--- config.mk ---
export PLATFORM = sky130hd
export DESIGN_NAME = serial_subtractor
export DESIGN_NICKNAME = d
export VERILOG_FILES = /design/src/rtl/serial_sub_pkg.sv /design/src/rtl/sub_cell.sv /design/src/rtl/serial_subtractor.sv
export SDC_FILE = /design/constraint.sdc
export NUM_CORES = 1
export LEC_CHECK = 0
export CORE_MARGIN = 2
export CORE_UTILIZATION = 54
export CTS_BUF_LIST = sky130_fd_sc_hd__clkbuf_8 sky130_fd_sc_hd__clkbuf_16
export CTS_CLUSTER_DIAMETER = 100
export DETAILED_ROUTE_END_ITERATION = 16
export PLACE_DENSITY = 0.83
export SYNTH_ARGS = -nofsm -noshare
export SYNTH_HDL_FRONTEND = slang
export SYNTH_HIERARCHICAL = 1
export SYNTH_SLANG_ARGS = --single-unit
--- constraint.sdc ---
create_clock -name clk -period 2.9 [get_ports clk]
set_input_delay 0.725 -clock clk [delete_from_list [all_inputs] [get_ports clk]]
set_output_delay 0.725 -clock clk [all_outputs]
set_load 0.02 [all_outputs]
--- src/rtl/serial_sub_pkg.sv ---
// Shared definitions for the bit-serial subtractor: FSM state encoding and default width.
package serial_sub_pkg;

  localparam int unsigned DEFAULT_WIDTH = 8;

  typedef enum logic [1:0] {
    IDLE = 2'd0,
    RUN  = 2'd1,
    DONE = 2'd2
  } state_t;

endpackage

--- src/rtl/sub_cell.sv ---
// One-bit full subtractor cell: d = a - b - bin, with borrow-out.
module sub_cell (
  input  logic a,
  input  logic b,
  input  logic bin,
  output logic d,
  output logic bout
);

  assign d    = a ^ b ^ bin;
  assign bout = (~a & b) | (~(a ^ b) & bin);

endmodule

--- src/rtl/serial_subtractor.sv ---
// Bit-serial subtractor: computes a - b - bin LSB first over WIDTH cycles, then pulses done.
module serial_subtractor
  import serial_sub_pkg::*;
#(
  parameter int WIDTH = DEFAULT_WIDTH
) (
  input  logic             clk,
  input  logic             rst_n,
  input  logic             start,
  input  logic [WIDTH-1:0] a,
  input  logic [WIDTH-1:0] b,
  input  logic             bin,
  output logic             busy,
  output logic             done,
  output logic [WIDTH-1:0] diff,
  output logic             bout,
  output logic             ovf
);

  localparam int CW = $clog2(WIDTH + 1);

  state_t           state, state_next;
  logic [WIDTH-1:0] a_sh, b_sh;
  logic [WIDTH-2:0] res;
  logic [WIDTH-1:0] res_next;
  logic             br, br_next, d_bit;
  logic [CW-1:0]    cnt;
  logic             accept, last_bit;

  sub_cell u_cell (
    .a    (a_sh[0]),
    .b    (b_sh[0]),
    .bin  (br),
    .d    (d_bit),
    .bout (br_next)
  );

  assign last_bit = (cnt == CW'(WIDTH - 1));
  // Result shift register holds WIDTH-1 bits; the final bit is merged in on the DONE transition.
  assign res_next = {d_bit, res};

  always_ff @(posedge clk) begin
    if (!rst_n) state <= IDLE;
    else        state <= state_next;
  end

  always_comb begin
    state_next = state;
    busy       = 1'b0;
    done       = 1'b0;
    accept     = 1'b0;
    case (state)
      IDLE: begin
        if (start) begin
          accept     = 1'b1;
          state_next = RUN;
        end
      end
      RUN: begin
        busy = 1'b1;
        if (last_bit) state_next = DONE;
      end
      DONE: begin
        done = 1'b1;
        if (start) begin
          accept     = 1'b1;
          state_next = RUN;
        end else begin
          state_next = IDLE;
        end
      end
      default: state_next = IDLE;
    endcase
  end

  always_ff @(posedge clk) begin
    if (!rst_n) begin
      a_sh <= '0;
      b_sh <= '0;
      res  <= '0;
      br   <= 1'b0;
      cnt  <= '0;
      diff <= '0;
      bout <= 1'b0;
      ovf  <= 1'b0;
    end else if (accept) begin
      a_sh <= a;
      b_sh <= b;
      res  <= '0;
      br   <= bin;
      cnt  <= '0;
    end else if (state == RUN) begin
      a_sh <= a_sh >> 1;
      b_sh <= b_sh >> 1;
      res  <= res_next[WIDTH-1:1];
      br   <= br_next;
      cnt  <= cnt + CW'(1);
      // On the last bit a_sh[0]/b_sh[0] are the original operand MSBs.
      if (last_bit) begin
        diff <= res_next;
        bout <= br_next;
        ovf  <= (a_sh[0] ^ b_sh[0]) & (a_sh[0] ^ d_bit);
      end
    end
  end

endmodule

==> metrics, run 1 <==
Synth area leaders dfxtp_1, a21oi_1, nand2_1; Syn Area/Cell 8.47 um2; Critical Path AT 1.78 ns; clk sinks 40; initial antenna violation count 0; Synth Net Count 216; CP Launch Type flip-flop; final hold vios 0; number of max-cap violations 0; Ant. Diodes 0; DR vias/cell 5.59; cells along the critical path nand2b_1 -> inv_4 -> clkdlybuf4s50_1; Post-synth EDFFs 0; leakage power figure 0.687 nW; cell count after synthesis 194; CTS Buf Count 5; cell family with most CP delay buffers and inverters; status complete, no violations; design area 1980 um2; fraction of registers with async set/reset 0%; flops & latches, synth 40; WL per Instance 12.7 um; Mapped Area 1640 um2; post-synthesis sequential area ratio 48.7%; most common cell in the netlist dfxtp_1; HP Start res[0]; Initial Utilization 55.2%; Setup violations, final 0; area share of the largest cell type after synthesis 48.7%; unrepaired setup endpoints after global routing no; Worst-Margin Slew 0.706 ns; Final Util 66.4%; Clock Skew 0.00952 ns; grt ovf 0; share of cells above drive strength 1 4.59%; # nets final 240; clk root buf clkbuf_8; post_cts resized 0; worst path required time 2.17 ns; critical path type flip-flop to output port; DR DRC count 0; Total Routing Usage GR 20.6%; pin count of the biggest net entering global routing 39; CP Buf/Inv Count 2; Post-synth top cells dfxtp_1, nand2_1, a21oi_1, nor3_1, o21ai_0; Die Height 59.2 um; routed vias 1403; Die X 59.2 um; htree depth 2; Max Slew Vio Count 0; Critical-path top delay cell clkdlybuf4s50_1; core area 2980 um2; hpwl dp 2.15 mm; Final Cycle Share 86.2%; endpoint class of the critical path output port; Worst R2R Setup Slack 1.31 ns; vias in the first global route 1267; area of the die 3500 um2; CTS tree yes; Power Total 1.06 mW; Yosys warnings 6; slew margin rel. 52.9%; CP startpoint state[1]; Routed WL 3.19 mm; hold buffers post-CTS 0; FP Rows 20; CTS max path bufs 2; Top Ports 32; Placed Area 1900 um2; Max Freq 0.400 GHz; CP max stage delay 0.68 ns; setup_tns 0 ns; input/output buffers 31; Post-DRT Antenna Nets 0; gpl congestion 0.792; Reg2Reg Launch Point b_sh[0]; Peak VDD IR 0.353 mV; worst hold path type flip-flop to flip-flop; Final min period 2.50 ns; clk_lat worst skew 0.29 ns; DRT Pass-1 Iters 4; Crit Path Max Fanout 38; post-synth top area cell dfxtp_1; first-pass GRT wire length 5.51 mm; Starting DRT DRC Count 73; area growth from synthesis to layout 20.2%; Worst-path clk slew 0.07 ns; Post-synth top flop dfxtp_1; P per Cell Area 538 nW/um2; Synth cell types 28; Post-CTS Setup Bufs 0
-- metrics by stage --
| step | worst slack [ns] | hold WS, ns | std cells |
|---|---|---|---|
| global route | 0.314 | 0.500 | 251 |
| detailed placement | 0.717 | 0.462 | 244 |
| floorplan | 1.32 | 0.433 | 194 |
| finish | 0.399 | 0.469 | 251 |
| CTS | 0.392 | 0.472 | 251 |
| global placement | 0.727 | 0.446 | 244 |
-- worst paths after layout --
kind                               end  depth (start not counted)
worst max-delay path              busy                          3
worst min-delay path            res[0]                          2
worst max register to register     ovf                          5
worst min register to register  res[0]                          2
-- tightest hold or removal path, cell delays in order, from the launching register on --
cell     delay (ns)
dfxtp_1        0.32
nand2_1        0.05
a21oi_1        0.06
-- cells in the final DEF (no fill, tap or decap), types with 5 or more instances in the layout --
master,count
clkbuf_8,5
a21oi_1,24
o21ai_0,16
clkdlybuf4s50_1,31
a31oi_1,6
dfxtp_1,40
nand2_1,30
nor3_1,16
inv_1,5
o22ai_1,7
nand3_1,13
-- power breakdown --
group	internal [mW]	total, mW	switching (mW)
clock network	0.160	0.336	0.176
logic	0.0608	0.137	0.0760
registers	0.574	0.590	0.0154
-- registers in the layout (all words and copies together), names as in the netlist --
signal	count
diff	8
state	2
res	7
cnt	4
bout	1
br	1
a_sh	8
ovf	1
b_sh	8
-- cell families (layout without fill, tap and decap cells) --
group	Yosys count	after routing	synth area share, %
compound gates	56	56	18.9
mux	1	1	0.609
xor+xnor	2	2	1.07
buf+inv	21	45	8.07
simple gates	72	72	20.6
flops	40	40	48.7
fa+ha+maj	2	2	1.98
-- cell type report --
cell class	instances	area, um2
clock buffers	5	68.8
multi-input cells	133	711
well taps	33	41.3
clock inverters	2	8.76
inverters	5	21.3
fillers	254	1000
repair buffers	33	325
flip-flops and latches	40	801
-- routing by layer --
metal | GRT usage, % | part of all wire, %
met1 | 25.8 | 45
met2 | 33.8 | 50
met3 | 5.24 | 3.0
met4 | 8.77 | 1.7
met5 | 0 | 0
(Power assumes the default switching activity.)
==> run 2, diff against run 1 <==
CAP_MARGIN = 20   (was unset)
CORE_UTILIZATION = 50   (was 54)
PLACE_DENSITY = 0.77   (was 0.83)
==> metrics, run 2 (synthesized netlist as in run 1, its figures left out) <==
post_cts resized 0 (unchanged); DR DRC count 0 (unchanged); CTS Buf Count 5 (unchanged); setup slack after layout 0.392 ns (-0.00676 ns); grt ovf 0 (unchanged); design area 2000 um2 (+1.3%); status complete, no violations; Reg2Reg Launch Point b_sh[0]; HP Start res[0]; Routed WL 3.39 mm (+6.3%); input/output buffers 31 (unchanged); vias in the first global route 1330 (+5.0%); commonest non-fill, non-tap cell in the layout dfxtp_1; Clock Skew 0.00313 ns (-0.00639 ns); Final Cycle Share 86.5% (+0.23 points); Placed Area 1910 um2 (+0.72%); # nets final 240 (unchanged); Critical-path top delay cell clkdlybuf4s50_1; clk_lat worst skew 0.28 ns (about the same); Max Slew Vio Count 0 (unchanged); Worst R2R End ovf; clk root buf clkbuf_8; number of max-cap violations 0 (unchanged); cells along the critical path nand2b_1 -> inv_4 -> clkdlybuf4s50_1; critical path type flip-flop to output port; hold path depth 2 (unchanged); Worst-path clk slew 0.07 ns (about the same); dpl ws 0.704 ns (-0.0132 ns); Die X 61.3 um (+3.7%); Ant. Diodes 0 (unchanged); hpwl dp 2.28 mm (+6.2%); gpl congestion 0.741 (-6.5%); hold buffers post-CTS 0 (unchanged); DRT Pass-1 Iters 4 (unchanged); Final min period 2.51 ns (+0.00676 ns); DR vias/cell 5.48 (-1.9%); clk sinks 40 (unchanged); pin count of the biggest net entering global routing 39 (unchanged); cell count after placement 255 (+4.5%); Post-CTS Setup Bufs 0 (unchanged); Crit Path Max Fanout 38 (unchanged); first-pass GRT wire length 5.65 mm (+2.5%); Starting DRT DRC Count 148 (+100%); CP max stage delay 0.68 ns (about the same); slew margin rel. 50.7% (-2.2 points); initial antenna violation count 0 (unchanged); routed vias 1442 (+2.8%); final hold vios 0 (unchanged); Setup violations, final 0 (unchanged); Post-DRT Antenna Nets 0 (unchanged); worst hold path type flip-flop to flip-flop; worst path required time 2.17 ns (about the same); Total Routing Usage GR 20.5% (-0.12 points); WL per Instance 12.9 um (+1.4%); Peak VDD IR 0.329 mV (-6.8%); Top Ports 32 (unchanged); Worst Reg-to-Reg Cells 5 (unchanged); Worst Hold Path EP diff[0]; Finished Layout Cells 263 (+4.8%); area growth from synthesis to layout 21.8%; Initial Utilization 53.0% (-2.2 points); leakage power figure 0.696 nW (+1.3%); Worst-Margin Slew 0.738 ns (+0.0329 ns); endpoint class of the critical path output port; most frequent cells in the layout dfxtp_1, clkdlybuf4s50_1, nand2_1, a21oi_1; area of the die 3760 um2 (+7.5%); CTS tree yes; Max Freq 0.399 GHz (-0.27%); unrepaired setup endpoints after global routing no; setup_tns 0 ns (unchanged); FP Rows 20 (unchanged); core area 3100 um2 (+4.2%); htree depth 2 (unchanged); CP startpoint state[1]; largest registers a_sh (8), b_sh (8), diff (8); Die Height 61.3 um (+3.7%); Critical Path AT 1.78 ns (about the same); P per Cell Area 545 nW/um2 (+1.4%); share of cells above drive strength 1 4.57% (-0.021 points); CP Launch Type flip-flop; CTS max path bufs 2 (unchanged); WHS 0.471 ns (+0.00205 ns); Worst R2R Setup Slack 1.26 ns (-0.05 ns)
[run 2: cell types whose count changed in the layout (fill, tap and decap cells not counted)]
cell      before  now
inv_1          5    6
clkinv_2       1    0
clkbuf_8       5    6
[run 2: layer usage]
layer | part of all wire (%) | GRT usage [%] | routed length [um] | up-vias
met5 | 0 | 0 | 0 | -
met4 | 0.97 | 6.99 | 33 | 0
met3 | 4.5 | 6.30 | 152 | 4
met2 | 50 | 35.4 | 1680 | 38
met1 | 45 | 24.3 | 1530 | 676
li1 | - | - | - | 724
[run 2: worst max-delay path, delay by kind of cell, from the launching register on]
| family | cells | cell delay, ns |
|---|---|---|
| flops | 1 | 0.32 |
| simple gates | 1 | 0.19 |
| buf+inv | 2 | 0.99 |
[run 2: layout make-up]
class / count / area, um2
fillers: 287 / 1100
flip-flops and latches: 40 / 801
multi-input cells: 133 / 711
repair buffers: 33 / 325
clock buffers: 6 / 82.6
well taps: 44 / 55.1
inverters: 5 / 21.3
clock inverters: 2 / 7.51
[run 2: worst max-delay path by stage]
| stage | endpoint | depth (start not counted) |
|---|---|---|
| after floorplan | busy | 5 |
| after global placement | busy | 3 |
| after detailed placement | busy | 3 |
| after CTS | busy | 3 |
| after global routing | busy | 3 |
| final | busy | 3 |
[run 2: report_power, final]
group / internal (mW) / total, mW / switching, mW
Clock: 0.187 / 0.361 / 0.175
Combinational: 0.0611 / 0.140 / 0.0793
Sequential: 0.574 / 0.590 / 0.0155
Total: 0.822 / 1.09 / 0.270
[run 2: through the flow]
stage / total power [mW] / utilization [%]
after CTS: 1.10 / 64.6
after detailed placement: 0.741 / 61.7
after floorplan: 0.704 / -
after global routing: 1.14 / 64.6
final: 1.09 / 64.6
after global placement: 0.735 / 61.7
